File: config.mk
export PLATFORM = sky130hd
export DESIGN_NAME = gh_rx_fifo_level_ctrl
export DESIGN_NICKNAME = d
export VERILOG_FILES = /design/src/rtl/gh_uart_fifo_pkg.sv /design/src/rtl/gh_gray2binary.sv /design/src/rtl/gh_rx_fifo_level_ctrl.sv
export SDC_FILE = /design/constraint.sdc
export NUM_CORES = 1
export LEC_CHECK = 0
export ABC_AREA = 1
export CORE_ASPECT_RATIO = 0.6
export CORE_MARGIN = 1
export CORE_UTILIZATION = 53
export DETAILED_ROUTE_END_ITERATION = 7
export HOLD_SLACK_MARGIN = 0.08
export PLACE_DENSITY_LB_ADDON = 0.3
export SYNTH_ARGS = -nofsm -noshare
export SYNTH_HDL_FRONTEND = slang
export SYNTH_HIERARCHICAL = 1
export SYNTH_SLANG_ARGS = --single-unit
File: constraint.sdc
create_clock -name i_clk -period 4.2 [get_ports i_clk]
set_input_delay 0.84 -clock i_clk [delete_from_list [all_inputs] [get_ports i_clk]]
set_output_delay 0.84 -clock i_clk [all_outputs]
set_load 0.005 [all_outputs]
File: src/rtl/gh_uart_fifo_pkg.sv
// Shared definitions for the UART FIFO controllers.
//   trig_sel_e     : encoding of the RX trigger-level select field
//   fifo_threshold : trigger threshold in words for a given select and address width
//   TO_CHAR_COUNT  : character times of inactivity before a receive timeout
package gh_uart_fifo_pkg;

  typedef enum logic [1:0] {
    TRIG_ONE       = 2'd0,
    TRIG_QUARTER   = 2'd1,
    TRIG_HALF      = 2'd2,
    TRIG_NEAR_FULL = 2'd3
  } trig_sel_e;

  localparam int unsigned TO_CHAR_COUNT = 4;

  function automatic int unsigned fifo_threshold(input logic [1:0] trig_sel,
                                                 input int unsigned add_width);
    int unsigned d;
    d = 32'd1 << add_width;
    case (trig_sel_e'(trig_sel))
      TRIG_ONE:     fifo_threshold = 1;
      TRIG_QUARTER: fifo_threshold = d / 4;
      TRIG_HALF:    fifo_threshold = d / 2;
      default:      fifo_threshold = d - 2;
    endcase
  endfunction

endpackage

File: src/rtl/gh_gray2binary.sv
// Gray-code to binary converter, purely combinational.
//   size   : word width
//   i_gray : gray-coded input
//   o_bin  : binary equivalent (each bit is the XOR of all gray bits at or above it)
module gh_gray2binary #(
  parameter int size = 5
) (
  input  logic [size-1:0] i_gray,
  output logic [size-1:0] o_bin
);

  genvar i;
  generate
    for (i = 0; i < size; i++) begin : g_bit
      assign o_bin[i] = ^i_gray[size-1:i];
    end
  endgenerate

endmodule

File: src/rtl/gh_rx_fifo_level_ctrl.sv
// Read-side controller of the UART RX FIFO: tracks the read pointer against the
// already-synchronized gray write pointer, produces level/empty/full, and raises
// the trigger-level and character-timeout interrupts.
// Optional feature macro: GH_RX_FIFO_TIMEOUT_EN (timeout counter and o_to_irq;
// when undefined o_to_irq is tied low and i_to_tick is ignored).
// Ports:
//   i_clk, i_rst_n : clock, async active-low reset
//   i_wr_ptr_g     : gray write pointer (add_width+1 bits)
//   i_rd_req       : consumer read request
//   i_flush        : discard contents
//   i_trig_sel     : trigger level select
//   i_to_tick      : one pulse per character time
//   o_rd_en        : RAM read strobe
//   o_rd_addr      : RAM read address
//   o_level        : occupancy 0..D
//   o_empty/o_full : level == 0 / level == D
//   o_trig_irq     : level at or above the selected threshold
//   o_to_irq       : character timeout
//   o_ovf_err      : sticky, occupancy computed above D
module gh_rx_fifo_level_ctrl
  import gh_uart_fifo_pkg::*;
#(
  parameter int add_width = 4
) (
  input  logic                 i_clk,
  input  logic                 i_rst_n,
  input  logic [add_width:0]   i_wr_ptr_g,
  input  logic                 i_rd_req,
  input  logic                 i_flush,
  input  logic [1:0]           i_trig_sel,
  input  logic                 i_to_tick,
  output logic                 o_rd_en,
  output logic [add_width-1:0] o_rd_addr,
  output logic [add_width:0]   o_level,
  output logic                 o_empty,
  output logic                 o_full,
  output logic                 o_trig_irq,
  output logic                 o_to_irq,
  output logic                 o_ovf_err
);

  localparam int PW = add_width + 1;
  localparam logic [PW-1:0] DEPTH = PW'(1 << add_width);

  logic [PW-1:0] r_wr_g_q, r_rd_ptr, r_level;
  logic [PW-1:0] w_wr_b, w_rd_ptr_nx, w_diff, w_thr;
  logic          r_trig, r_ovf, w_rd_en, w_empty;

  gh_gray2binary #(.size(PW)) u_g2b (
    .i_gray (r_wr_g_q),
    .o_bin  (w_wr_b)
  );

  assign w_empty     = (r_level == '0);
  assign w_rd_en     = i_rd_req & ~w_empty & ~i_flush;
  assign w_rd_ptr_nx = r_rd_ptr + PW'(w_rd_en);
  // Level is computed against the post-read pointer so a read is reflected at
  // the same edge that consumes the word.
  assign w_diff      = w_wr_b - w_rd_ptr_nx;
  assign w_thr       = PW'(fifo_threshold(i_trig_sel, add_width));

  always_ff @(posedge i_clk or negedge i_rst_n) begin
    if (!i_rst_n) begin
      r_wr_g_q <= '0;
      r_rd_ptr <= '0;
      r_level  <= '0;
      r_trig   <= 1'b0;
      r_ovf    <= 1'b0;
    end else begin
      r_wr_g_q <= i_wr_ptr_g;
      r_trig   <= (r_level >= w_thr);
      if (i_flush) begin
        r_rd_ptr <= w_wr_b;
        r_level  <= '0;
        r_ovf    <= 1'b0;
      end else begin
        r_rd_ptr <= w_rd_ptr_nx;
        // A difference above D can only come from a corrupted write pointer.
        if (w_diff > DEPTH) begin
          r_level <= DEPTH;
          r_ovf   <= 1'b1;
        end else begin
          r_level <= w_diff;
        end
      end
    end
  end

`ifdef GH_RX_FIFO_TIMEOUT_EN
  logic [2:0] r_to_cnt, w_to_cnt_nx;
  logic       r_to_irq, w_to_clr, w_wr_chg;

  // The write pointer register is about to take a new value: a word arrived.
  assign w_wr_chg = (i_wr_ptr_g != r_wr_g_q);
  assign w_to_clr = w_rd_en | i_flush | w_wr_chg;

  always_comb begin
    w_to_cnt_nx = r_to_cnt;
    if (w_to_clr || r_level == '0)
      w_to_cnt_nx = '0;
    else if (i_to_tick && r_to_cnt < 3'(TO_CHAR_COUNT))
      w_to_cnt_nx = r_to_cnt + 3'd1;
  end

  always_ff @(posedge i_clk or negedge i_rst_n) begin
    if (!i_rst_n) begin
      r_to_cnt <= '0;
      r_to_irq <= 1'b0;
    end else begin
      r_to_cnt <= w_to_cnt_nx;
      // w_to_cnt_nx is forced to 0 on an empty FIFO, so reaching the limit
      // implies pending data.
      if (w_to_clr)
        r_to_irq <= 1'b0;
      else if (w_to_cnt_nx == 3'(TO_CHAR_COUNT))
        r_to_irq <= 1'b1;
    end
  end

  assign o_to_irq = r_to_irq;
`else
  logic w_unused_to_tick;
  assign w_unused_to_tick = i_to_tick;
  assign o_to_irq         = 1'b0;
`endif

  assign o_rd_en    = w_rd_en;
  assign o_rd_addr  = r_rd_ptr[add_width-1:0];
  assign o_level    = r_level;
  assign o_empty    = w_empty;
  assign o_full     = (r_level == DEPTH);
  assign o_trig_irq = r_trig;
  assign o_ovf_err  = r_ovf;

endmodule

==> impl_metrics.ini <==
[synthesis]
synth-seq-cells = 17
synth_compound_area_share_pct = 5.44
synth_mux_area_share_pct = 0
syn_nets = 178
synth.largest_area_cell = dfrtp_1
synth_cells = 157
yosys_warnings = 6
ys_seq_area_share_pct = 37.0
synth_fa_ha_area_share_pct = 9.79
synthSimpleGateAreaFrac_pct = 31.7
syn-cell-area_sq_um = 1150
synth-xor-area-share_pct = 0.762
ys_top_cells_by_area = dfrtp_1 37%, nand2_1 14%, inv_1 10%, ha_1 9.8%, nand3_1 7.0%
synth_top_family_by_area = simple AND/OR/NAND/NOR gates
avgSynthCellArea_sq_um = 7.32
synth_top_area_share_pct = 37.0
synth.distinct_cells = 23

[pwr]
clockPowerShare_pct = 15.5
power_frac_seq_pct = 38.0
switching_share_pct = 36.5
p_comb_share_pct = 46.5
peakVddDrop_v = 0.000223
power_density_nw_per_um2 = 404
leakage_nw = 0.769
p_sw_uw = 207
internal-power_uw = 361

[timing]
final-setup-viol-count = 0
final_hold_viol_count = 0
period_needed_ps = 3190
worst_pin_slew_ps = 791
maxSlewHeadroom_pct = 47.1
grt_setup_unrepaired = no
min_period_over_period_pct = 75.9
skew_ps = 2.32
slew_viol_final = 0
setup_tns_ps = 0
fin_hold_ws_ps = 527
fmax_ghz = 0.314
setup_ws_ps = 1010

[die]
die_x_microns = 62.1
initial_core_util_pct = 59.4
ioPinCount = 27
core_area_sq_um = 1940
die_y_microns = 38.1
dieArea_sq_um = 2370
row_count = 12

[setup_path]
critPathSlowestCell = clkdlybuf4s50_1
slowest_delay_ps = 480
path_class = primary input to register
critPathLaunchType = primary input
crit_chain = clkdlybuf4s50_1, inv_1, o211ai_1, inv_1, ha_1, ha_1, inv_1, nand2_1, and2_1, ha_1, inv_1, nand2_1, nand3_1, nand2_1, nand2_1, nand2_1, nand2_2, nand2_2, nor2_1
crit_top_cell = nand2_1
timing.rr.end = o_level[0]
required_ps = 4430
reg2reg_depth = 19
rrSetupSlack_ps = 1220
end_kind = register
path_max_fanout = 6
worstPathArrival_ps = 3410
r2r-start = o_level[0]

[route]
vias = 1028
ant_nets = 0
via_per_inst = 4.97
dr.pass1.iters = 4
drt_iter0_drc = 52
drc = 0
routed_wirelength_microns = 2430
wire_per_inst_microns = 11.7

[cts]
clkSinkCount = 17
root_buffer = clkbuf_4
tritoncts = done
cts.path.max_buffers = 2
cts_buffers = 3
h-tree-depth = 1
holdBufCountCts = 0
cts_resized = 0
post_cts_buffers = 0
insertion_delay_ps = 290
clk_pin_slew_ps = 90

[placement]
io_buffers = 24
gp_congestion = 0.824
place_ws_ps = 690
dp.final_hpwl_microns = 2000

[worst_hold_path]
whs_path_depth = 2
min_from = o_ovf_err
min_to = o_ovf_err
hold_path_class = register to register

[cells_and_area]
drive_gt1_share_pct = 7.26
nNetsFinal = 201
antenna_cells = 0
post-route-util_pct = 72.6
area_growth_pct = 22.3

[status]
status = complete, no violations

[job]
maxCapViolations = 0

[grt]
antenna_found_initial = 0
grt_pass1_vias = 891
grt_pass1_wl_microns = 4100
grt_max_degree = 18
grt_overflow = 0
grt_use_total_pct = 24.1
cell type report:
type	count	area (sq um)
fillers	166	531
repair buffers	25	248
flip-flops and latches	17	425
inverters	32	120
clock buffers	4	26.3
well taps	28	35.0
multi-input cells	101	552
critical path, delay by kind of cell:
family,cells,cell delay [ps]
adders and majority gates,3,730
buffers and inverters,5,830
AOI/OAI and AO/OA,1,120
and+or+nand+nor,10,900
cells in the final DEF, fill, tap and decap left out, drive strengths merged:
cell type      count
ha                 9
nor2               8
o21a               1
and2               1
a21oi              2
dfrtp             17
a21boi             1
clkdlybuf4s50     24
xor2               1
o211ai             1
buf                1
conb               1
clkbuf             4
o21ai              6
nor4               1
nor3               1
inv               32
nand3             18
nand3b             1
nand2             48
nand4              1
worst max-delay path by stage:
stage / startpoint / end / slack (ps)
2_1_floorplan: i_flush / o_level[0] / 1360
3_3_place_gp: i_flush / o_level[0] / 810
3_5_place_dp: i_flush / o_level[0] / 690
4_1_cts: i_flush / o_level[0] / 1000
5_1_grt: i_flush / o_level[0] / 720
6_report: i_flush / o_level[0] / 1010
per-stage QoR:
step / total power [mW] / cells / instance area [sq um]
final: 0.568 / 207 / 1410
after global routing: 0.618 / 207 / 1410
after CTS: 0.573 / 207 / 1410
after detailed placement: 0.482 / 203 / 1380
after global placement: 0.467 / 203 / 1380
after floorplan: 0.373 / 157 / 1150
metal layers:
metal / GRT usage, % / routed length, microns / up-vias
met5: 0 / 0 / -
met4: 7.56 / 19 / 0
met3: 7.14 / 164 / 5
met2: 39.6 / 1090 / 29
met1: 31.4 / 1150 / 471
li1: - / - / 523
power by group through the flow:
stage | Combinational, mW | Clock, mW | Sequential [mW]
4_1_cts | 0.265 | 0.0922 | 0.215
2_1_floorplan | 0.158 | 0 | 0.215
5_1_grt | 0.301 | 0.0976 | 0.220
3_5_place_dp | 0.264 | 0 | 0.218
3_3_place_gp | 0.251 | 0 | 0.216
6_report | 0.264 | 0.0878 | 0.216
cells in the mapped netlist, drive strengths merged:
library cell / count
nor4: 1
and2: 1
nand4: 1
buf: 7
dfrtp: 17
a21oi: 2
a21boi: 1
nor2: 8
nor3: 1
nand3b: 1
o21ai: 6
conb: 1
nand3: 18
o211ai: 1
ha: 9
nand2: 48
o21a: 1
inv: 32
xor2: 1
sequential cells by signal, summed over array words and instances, names as in the netlist:
| register | count |
|---|---|
| o_level | 5 |
| o_ovf_err | 1 |
| o_trig_irq | 1 |
| r_rd_ptr | 5 |
| r_wr_g_q | 5 |
cells by family (layout without fill, tap and decap cells):
family          count (synthesis)  count (layout)
simple gates                   79              79
buf+inv                        39              61
compound gates                 11              11
fa+ha+maj                       9               9
flops                          17              17
other cells                     1               1
xor+xnor                        1               1
Power figures use the tool's default switching activity.
